$ cat config.mk
export PLATFORM = sky130hd
export DESIGN_NAME = mem_arbiter
export DESIGN_NICKNAME = d
export VERILOG_FILES = /design/src/rtl/mem_arbiter.sv
export SDC_FILE = /design/constraint.sdc
export NUM_CORES = 1
export LEC_CHECK = 0
export CAP_MARGIN = 40
export CELL_PAD_IN_SITES_DETAIL_PLACEMENT = 2
export CELL_PAD_IN_SITES_GLOBAL_PLACEMENT = 2
export CORE_UTILIZATION = 22
export CTS_CLUSTER_DIAMETER = 50
export CTS_CLUSTER_SIZE = 10
export DETAILED_ROUTE_END_ITERATION = 6
export GPL_TIMING_DRIVEN = 0
export PLACE_DENSITY = 0.93
export SYNTH_ARGS = -nofsm -noshare
export SYNTH_HDL_FRONTEND = slang
export SYNTH_SLANG_ARGS = --single-unit
$ cat constraint.sdc
create_clock -name clk -period 2.1 [get_ports clk]
set_input_delay 0.21 -clock clk [delete_from_list [all_inputs] [get_ports clk]]
set_output_delay 0.21 -clock clk [all_outputs]
set_load 0.01 [all_outputs]
$ cat src/rtl/mem_arbiter.sv
// Two-port arbiter sharing one registered-read RAM between instruction fetch and load/store.
// Define ARB_ROUND_ROBIN_EN for alternating conflict resolution; default is fixed data priority.
module mem_arbiter #(
  parameter int DATA_W       = 64,
  parameter int ADDR_W       = 64,
  parameter int READ_LATENCY = 1
) (
  input  logic              clk,
  input  logic              reset,
  input  logic              if_req,
  input  logic [ADDR_W-1:0] if_addr,
  output logic              if_done,
  output logic [DATA_W-1:0] if_rdata,
  input  logic              d_req,
  input  logic              d_we,
  input  logic [ADDR_W-1:0] d_addr,
  input  logic [DATA_W-1:0] d_wdata,
  output logic              d_done,
  output logic [DATA_W-1:0] d_rdata,
  output logic [ADDR_W-1:0] mem_addr,
  output logic [DATA_W-1:0] mem_wdata,
  output logic              mem_we,
  input  logic [DATA_W-1:0] mem_rdata,
  output logic [1:0]        grant,
  output logic              busy
);

  typedef enum logic [1:0] {S_IDLE, S_ACCESS, S_WAIT, S_DONE} state_t;

  localparam logic [2:0] LAT = 3'(READ_LATENCY);

  state_t            state_q;
  logic [2:0]        cnt_q;
  logic              we_q;
  logic [1:0]        grant_q;
  logic              busy_q;
  logic              mem_we_q;
  logic              if_done_q;
  logic              d_done_q;
  logic [ADDR_W-1:0] addr_q;
  logic [DATA_W-1:0] wdata_q;
  logic [DATA_W-1:0] if_rdata_q;
  logic [DATA_W-1:0] d_rdata_q;
  logic              win_data_d;

`ifdef ARB_ROUND_ROBIN_EN
  // Remembers whether the data port owned the most recent transaction.
  logic last_data_q;

  assign win_data_d = (if_req && d_req) ? !last_data_q : d_req;

  always_ff @(posedge clk) begin
    if (reset) begin
      last_data_q <= 1'b0;
    end else if (state_q == S_IDLE && (if_req || d_req)) begin
      last_data_q <= win_data_d;
    end
  end
`else
  assign win_data_d = d_req;
`endif

  always_ff @(posedge clk) begin
    if (reset) begin
      state_q    <= S_IDLE;
      cnt_q      <= '0;
      we_q       <= 1'b0;
      grant_q    <= '0;
      busy_q     <= 1'b0;
      mem_we_q   <= 1'b0;
      if_done_q  <= 1'b0;
      d_done_q   <= 1'b0;
      addr_q     <= '0;
      wdata_q    <= '0;
      if_rdata_q <= '0;
      d_rdata_q  <= '0;
    end else begin
      mem_we_q  <= 1'b0;
      if_done_q <= 1'b0;
      d_done_q  <= 1'b0;
      case (state_q)
        S_IDLE: begin
          if (if_req || d_req) begin
            state_q  <= S_ACCESS;
            busy_q   <= 1'b1;
            grant_q  <= win_data_d ? 2'b10 : 2'b01;
            addr_q   <= win_data_d ? d_addr : if_addr;
            wdata_q  <= win_data_d ? d_wdata : '0;
            we_q     <= win_data_d && d_we;
            mem_we_q <= win_data_d && d_we;
          end
        end
        S_ACCESS: begin
          if (we_q) begin
            state_q  <= S_DONE;
            d_done_q <= 1'b1;
          end else begin
            state_q <= S_WAIT;
            cnt_q   <= LAT;
          end
        end
        S_WAIT: begin
          cnt_q <= cnt_q - 3'd1;
          // Last latency cycle: RAM output is valid now, capture it for the owner.
          if (cnt_q == 3'd1) begin
            state_q <= S_DONE;
            if (grant_q[1]) begin
              d_rdata_q <= mem_rdata;
              d_done_q  <= 1'b1;
            end else begin
              if_rdata_q <= mem_rdata;
              if_done_q  <= 1'b1;
            end
          end
        end
        S_DONE: begin
          state_q <= S_IDLE;
          busy_q  <= 1'b0;
          grant_q <= '0;
          addr_q  <= '0;
          wdata_q <= '0;
          we_q    <= 1'b0;
        end
        default: state_q <= S_IDLE;
      endcase
    end
  end

  assign if_done   = if_done_q;
  assign if_rdata  = if_rdata_q;
  assign d_done    = d_done_q;
  assign d_rdata   = d_rdata_q;
  assign mem_addr  = addr_q;
  assign mem_wdata = wdata_q;
  assign mem_we    = mem_we_q;
  assign grant     = grant_q;
  assign busy      = busy_q;

endmodule

Yosys cells after proc, flatten, opt, wreduce, memory -nomap -nowiden

Cells that the tools add are included.

Output and inout port bits: 262
Logic and storage cells: 61
Input bits: 261
Flip-flop bits (word level): 268

Add/sub/neg operators: 1
Bitwise logic cells: 5
Reduce and logical (&&, ||, !) cells: 12
Multiplexer cells: 24
Equality and inequality tests: 7

Operator list:

| operator              | number |
|---|---|
| $mux W64              | 4 |
| $pmux W64 S2          | 2 |
| $mux W2               | 4 |
| $pmux W2 S4           | 1 |
| $mux W1               | 7 |
| $ne A2 B2 Y1 const B  | 3 |
| $pmux W1 S2           | 3 |
| $pmux W3 S2           | 1 |
| $reduce_and A2 Y1     | 3 |
| $reduce_and A3 Y1     | 2 |
| $reduce_or A3 Y1      | 2 |
| $not A1 Y1            | 5 |
| $eq A2 B2 Y1 const B  | 2 |
| $pmux W2 S2           | 1 |
| $reduce_bool A2 Y1    | 2 |
| $eq A3 B1 Y1 const B  | 1 |
| $mux W3               | 1 |
| $sub A3 B1 Y3 const B | 1 |
| $eq A2 B1 Y1 const B  | 1 |
| $logic_not A2 Y1      | 1 |
| $logic_and A1 B1 Y1   | 1 |
| $logic_or A1 B1 Y1    | 1 |

Depth between registers and ports, before layout

Word-level depth: 3
Mapped depth: 8
Mapped depth without buffers: 5

Least setup slack after synthesis

Ideal clock, no wire load.

Path type: flip-flop to flip-flop
Start point: reg state_q[0]
End point: reg grant_q[0] (netlist: grant[0])
Required time: 2030 ps
Clock period less this slack: 1687 ps
Path buffers: 1
Stages on the path, launching flop included: 7
Setup time: 70 ps
Arrival time: 1616 ps
Setup slack: 413 ps
Cells stage by stage: dfxtp_1 -> inv_1 -> ha_1 -> nor3b_4 -> buf_6 -> or4_1 -> a21oi_1

Word-level cells in the longest chain between the ends: 3
Elaborated cells between the ends (all ways): 6
Those cells by class: eq/ne: 2; mux: 1; reduce/logical: 3

RTL lines:

| item                                                                       | line | RTL |
|---|---|---|
| start: declaration                                                         | 32   | `state_t state_q;` |
| start signal: assignment                                                   | 65   | `state_q <= S_IDLE;` |
| start signal: assignment                                                   | 84   | `state_q <= S_ACCESS;` |
| start signal: assignment                                                   | 95   | `state_q <= S_DONE;` |
| $eq A2 B2 Y1 / $logic_not A2 Y1 (equally long branches)                    | 81   | `case (state_q)` |
| $reduce_bool A2 Y1 (no source line) / $ne A2 B2 Y1 (equally long branches) | n/a  |  |
| $reduce_and A2 Y1 (no source line)                                         | n/a  |  |
| end signal: assignment                                                     | 86   | `grant_q <= win_data_d ? 2'b10 : 2'b01;` |
| end: declaration                                                           | 35   | `logic [1:0] grant_q;` |

Parallel ways exist; a longest one is shown, timed or not.
A chain may end at the register's enable or synchronous reset.

Worst setup path after layout

Start point: reg state_q[0]
End point: reg d_rdata_q[19] (netlist: d_rdata[19])

Word-level cells in the longest chain between the ends: 2

RTL lines:

| item                               | line | RTL |
|---|---|---|
| $eq A2 B2 Y1                       | 81   |  |
| $reduce_and A3 Y1 (no source line) | n/a  |  |
| end signal: assignment             | 108  | `d_rdata_q <= mem_rdata;` |
| end: declaration                   | 43   | `logic [DATA_W-1:0] d_rdata_q;` |

Every way passes these cells.

==> key figures <==
Final layout
  • Design Area, Final: 18,200 sq um
  • Most common cell after layout, fill and taps aside: clkdlybuf4s50_1
  • Final core occ: 38.2%
  • Net total in the final layout: 2,120
  • Share of cells above drive strength 1: 12.0%
  • Synth-to-Final Area Change: 72.0%
  • Fill count: 5,201
  • Most frequent cells in the layout: clkdlybuf4s50_1, nand2_1, dfxtp_1

Min path
  • Hold WC Path Type: input pin to register

Setup path
  • Crit path capture: d_rdata[19]$_SDFFE_PP0P_
  • CP Capture Type: register
  • CP max stage delay: 430 ps
  • Worst setup SP type: register
  • FF-to-FF path depth: 8
  • Worst-path cell chain: inv_2 > ha_1 > clkbuf_4 > and4b_1 > clkbuf_4 > buf_4 > nand2_1 > a21oi_1
  • Crit-path most repeated cell: clkbuf_4
  • CP Data Required Time: 2490 ps
  • Crit-path max FO: 10
  • Reg2Reg Launch Point: state_q[0]$_SDFFE_PP0P_
  • Reg2reg end: d_rdata[19]$_SDFFE_PP0P_
  • Worst setup path start: state_q[0]$_SDFFE_PP0P_
  • Worst setup path class: register to register
  • FF-to-FF setup slack: 120 ps
  • Slowest cell on crit path: dfxtp_1
  • Arr. time, crit path: 2370 ps

Timing
  • Layout Skew: 17.8 ps
  • Unrepaired setup endpoints after global routing: false
  • Fin. Hold Viols: 0
  • Least-Margin Pin Slew: 829 ps
  • Period minus WS final: 1980 ps
  • Hold_ws: 193 ps
  • Final setup viols: 0
  • Final Cycle Share: 94.4%
  • Max Clk Rate: 505 MHz
  • Final Slew Violations: 0
  • Setup_tns: 0 ps
  • Slew Limit Headroom: 44.8%

Yosys
  • Post-synth EDFFs: 0
  • Simple-gate share of the synthesized area: 17.0%
  • Synth Area in Adders: 0.827%
  • Mean cell area of the mapped netlist: 8.25 sq um
  • Post-synth ARST share: 0%
  • Largest family of logic cells by synthesized area: compound AO/OA/AOI/OAI gates
  • Yosys cell types: 35
  • Sequential share of the synthesized area: 50.7%
  • Netlist Area Pre-Place: 10,600 sq um
  • Synth Instances: 1,284
  • Compound-Gate Fraction of Synth Area: 19.3%
  • Post-synthesis mux area share: 6.90%
  • #FFs+latches synth: 268
  • YS warnings: 0
  • XOR/XNOR Fraction of Synth Area: 0%
  • Post-Syn Nets: 1,552
  • Ys flop type: dfxtp_1

GRT
  • First-pass GRT wire length: 91,300 um
  • Largest net degree at the start of global routing: 11
  • Overflow after GRT: 0
  • Initial antenna violation count: 8
  • Number of global-route vias before repair: 14,246
  • All-Layer GR Usage: 24.6%

Routing
  • Via-to-Cell Ratio: 4.89
  • DR top layer: met5
  • DRT met1 WL: 22,600 um
  • Metal2 WL: 31,200 um
  • Vias: 12,239
  • Detailed Routing Iterations Pass 1: 6
  • Met3 Wirelength: 4840 um
  • Detailed Route WL: 61,700 um
  • Residual DRC count: 0
  • DRT iter0 DRCs: 316
  • WL/cell: 24.7 um
  • Final ANT Viol Nets: 0

Clock network
  • Clk_lat worst skew: 540 ps
  • Clock transition at the registers of the reported paths: 50 ps
  • H-tree levels: 2
  • Clk root buf: clkbuf_16
  • Total CTS buffers: 42
  • CTS tree: yes
  • Hold_buf cts: 0
  • Max clock buf depth: 3
  • # clock sinks: 268

Floorplanning
  • I/O Pins: 523
  • Die Y: 221 um
  • Core area: 47,600 sq um
  • Num rows: 80
  • DIE AREA: 49,000 sq um
  • Starting Density: 22.2%
  • Die width: 221 um

Power
  • VDD IR-drop max: 695 uV
  • P per Cell Area: 1100 nW/um^2
  • Leak: 6.35 nW

Placed design
  • Port Buffers: 520
  • DPL Wire Length: 45,200 um
  • Cell Area, Placed: 16,600 sq um
  • RePlAce Congestion: 0.815

Run
  • Max_cap viols: 0

Status
  • Status: finished, final reports clean
[metrics by stage]
stage                     total power, W  std cells  worst slack, ps
final                             0.0201       2501              118
after global routing              0.0209       2500             3.45
after CTS                         0.0202       2495            -18.9
after detailed placement          0.0126       2421             -687
after global placement            0.0122       2419             -576
after floorplan                  0.00896       1284              413
[flip-flops by register name, indices dropped and copies added, names as in the netlist]
register / count
d_done: 1
busy: 1
mem_wdata: 64
mem_we: 1
mem_addr: 64
d_rdata: 64
if_done: 1
state_q: 2
if_rdata: 64
we_q: 1
grant: 2
cnt_q: 3
[where the power goes]
part	switching [W]	leakage, nW	total [W]	internal (W)
combinational	0.00354	3.46	0.00635	0.00281
sequential	0.000544	2.18	0.00645	0.00590
clock	0.00267	0.703	0.00727	0.00460
total	0.00676	6.35	0.0201	0.0133
[how the worst min path moves through the flow]
| stage | from | endpoint | slack [ps] | cells past startpoint |
|---|---|---|---|---|
| global placement | d_rdata[61]$_SDFFE_PP0P_ | d_rdata[61]$_SDFFE_PP0P_ | 440 | 2 |
| global route | d_wdata[44] | mem_wdata[44]$_SDFFE_PP0P_ | 220 | 3 |
| finish | reset | we_q$_SDFFE_PP0P_ | 190 | 4 |
| floorplan | mem_rdata[0] | d_rdata[0]$_SDFFE_PP0P_ | 350 | 2 |
| CTS | reset | we_q$_SDFFE_PP0P_ | 160 | 4 |
| detailed placement | if_rdata[24]$_SDFFE_PP0P_ | if_rdata[24]$_SDFFE_PP0P_ | 450 | 2 |
[worst max-delay path, delay by kind of cell, from the launching register on]
kind / cells / cell delay, ps
AND/OR/NAND/NOR: 2 / 380
AO/OA/AOI/OAI: 1 / 110
adder cells (fa/ha/maj): 1 / 200
buffers and inverters: 4 / 700
flip-flops: 1 / 430
[logic make-up (layout without fill, tap and decap cells)]
group / Yosys count / count (layout)
compound gates: 403 / 403
fa+ha+maj: 7 / 7
buf+inv: 128 / 725
flops: 268 / 268
mux: 65 / 65
other cells: 0 / 5
simple gates: 413 / 413
[final cells by class]
class                           count  area [sq um]  area share [%]
Clock buffer                       52          1140            6.26
Clock inverter                     21           283            1.55
Multi-Input combinational cell    888          4700            25.8
Timing Repair Buffer              524          5260            28.9
Antenna cell                        5          12.5          0.0687
Sequential cell                   268          5370            29.5
Inverter                            5          18.8           0.103
Tap cell                          615           769            4.23
Buffer                            123           659            3.62
[synthesized netlist by cell type, drive strengths merged, types with 2 or more instances]
| library cell | number | area share, % |
|---|---|---|
| nand2 | 324 | 11 |
| dfxtp | 268 | 51 |
| a21oi | 262 | 12 |
| o21ai | 136 | 6.4 |
| clkbuf | 76 | 2.7 |
| mux2 | 64 | 6.8 |
| nand4 | 64 | 3.8 |
| buf | 47 | 2.4 |
| ha | 7 | 0.83 |
| inv | 5 | 0.18 |
| nand2b | 5 | 0.30 |
| nor2b | 5 | 0.30 |
| nor2 | 3 | 0.11 |
| a2111oi | 2 | 0.22 |
| and4b | 2 | 0.19 |
[layer usage]
metal	GRT usage [%]	vias to the layer above
met2	44.6	501
met4	12.8	4
met5	0	-
met1	25.2	6011
met3	7.83	160
li1	-	5563
[timing repair]
item | 4_1_cts | 5_1_grt
setup endpoints to repair | 233 | 145
gates resized for setup | 52 | 34
gates cloned | 0 | 1
pin swaps | 1 | 1
setup buffers | 1 | 0
(Power assumes the default switching activity.)
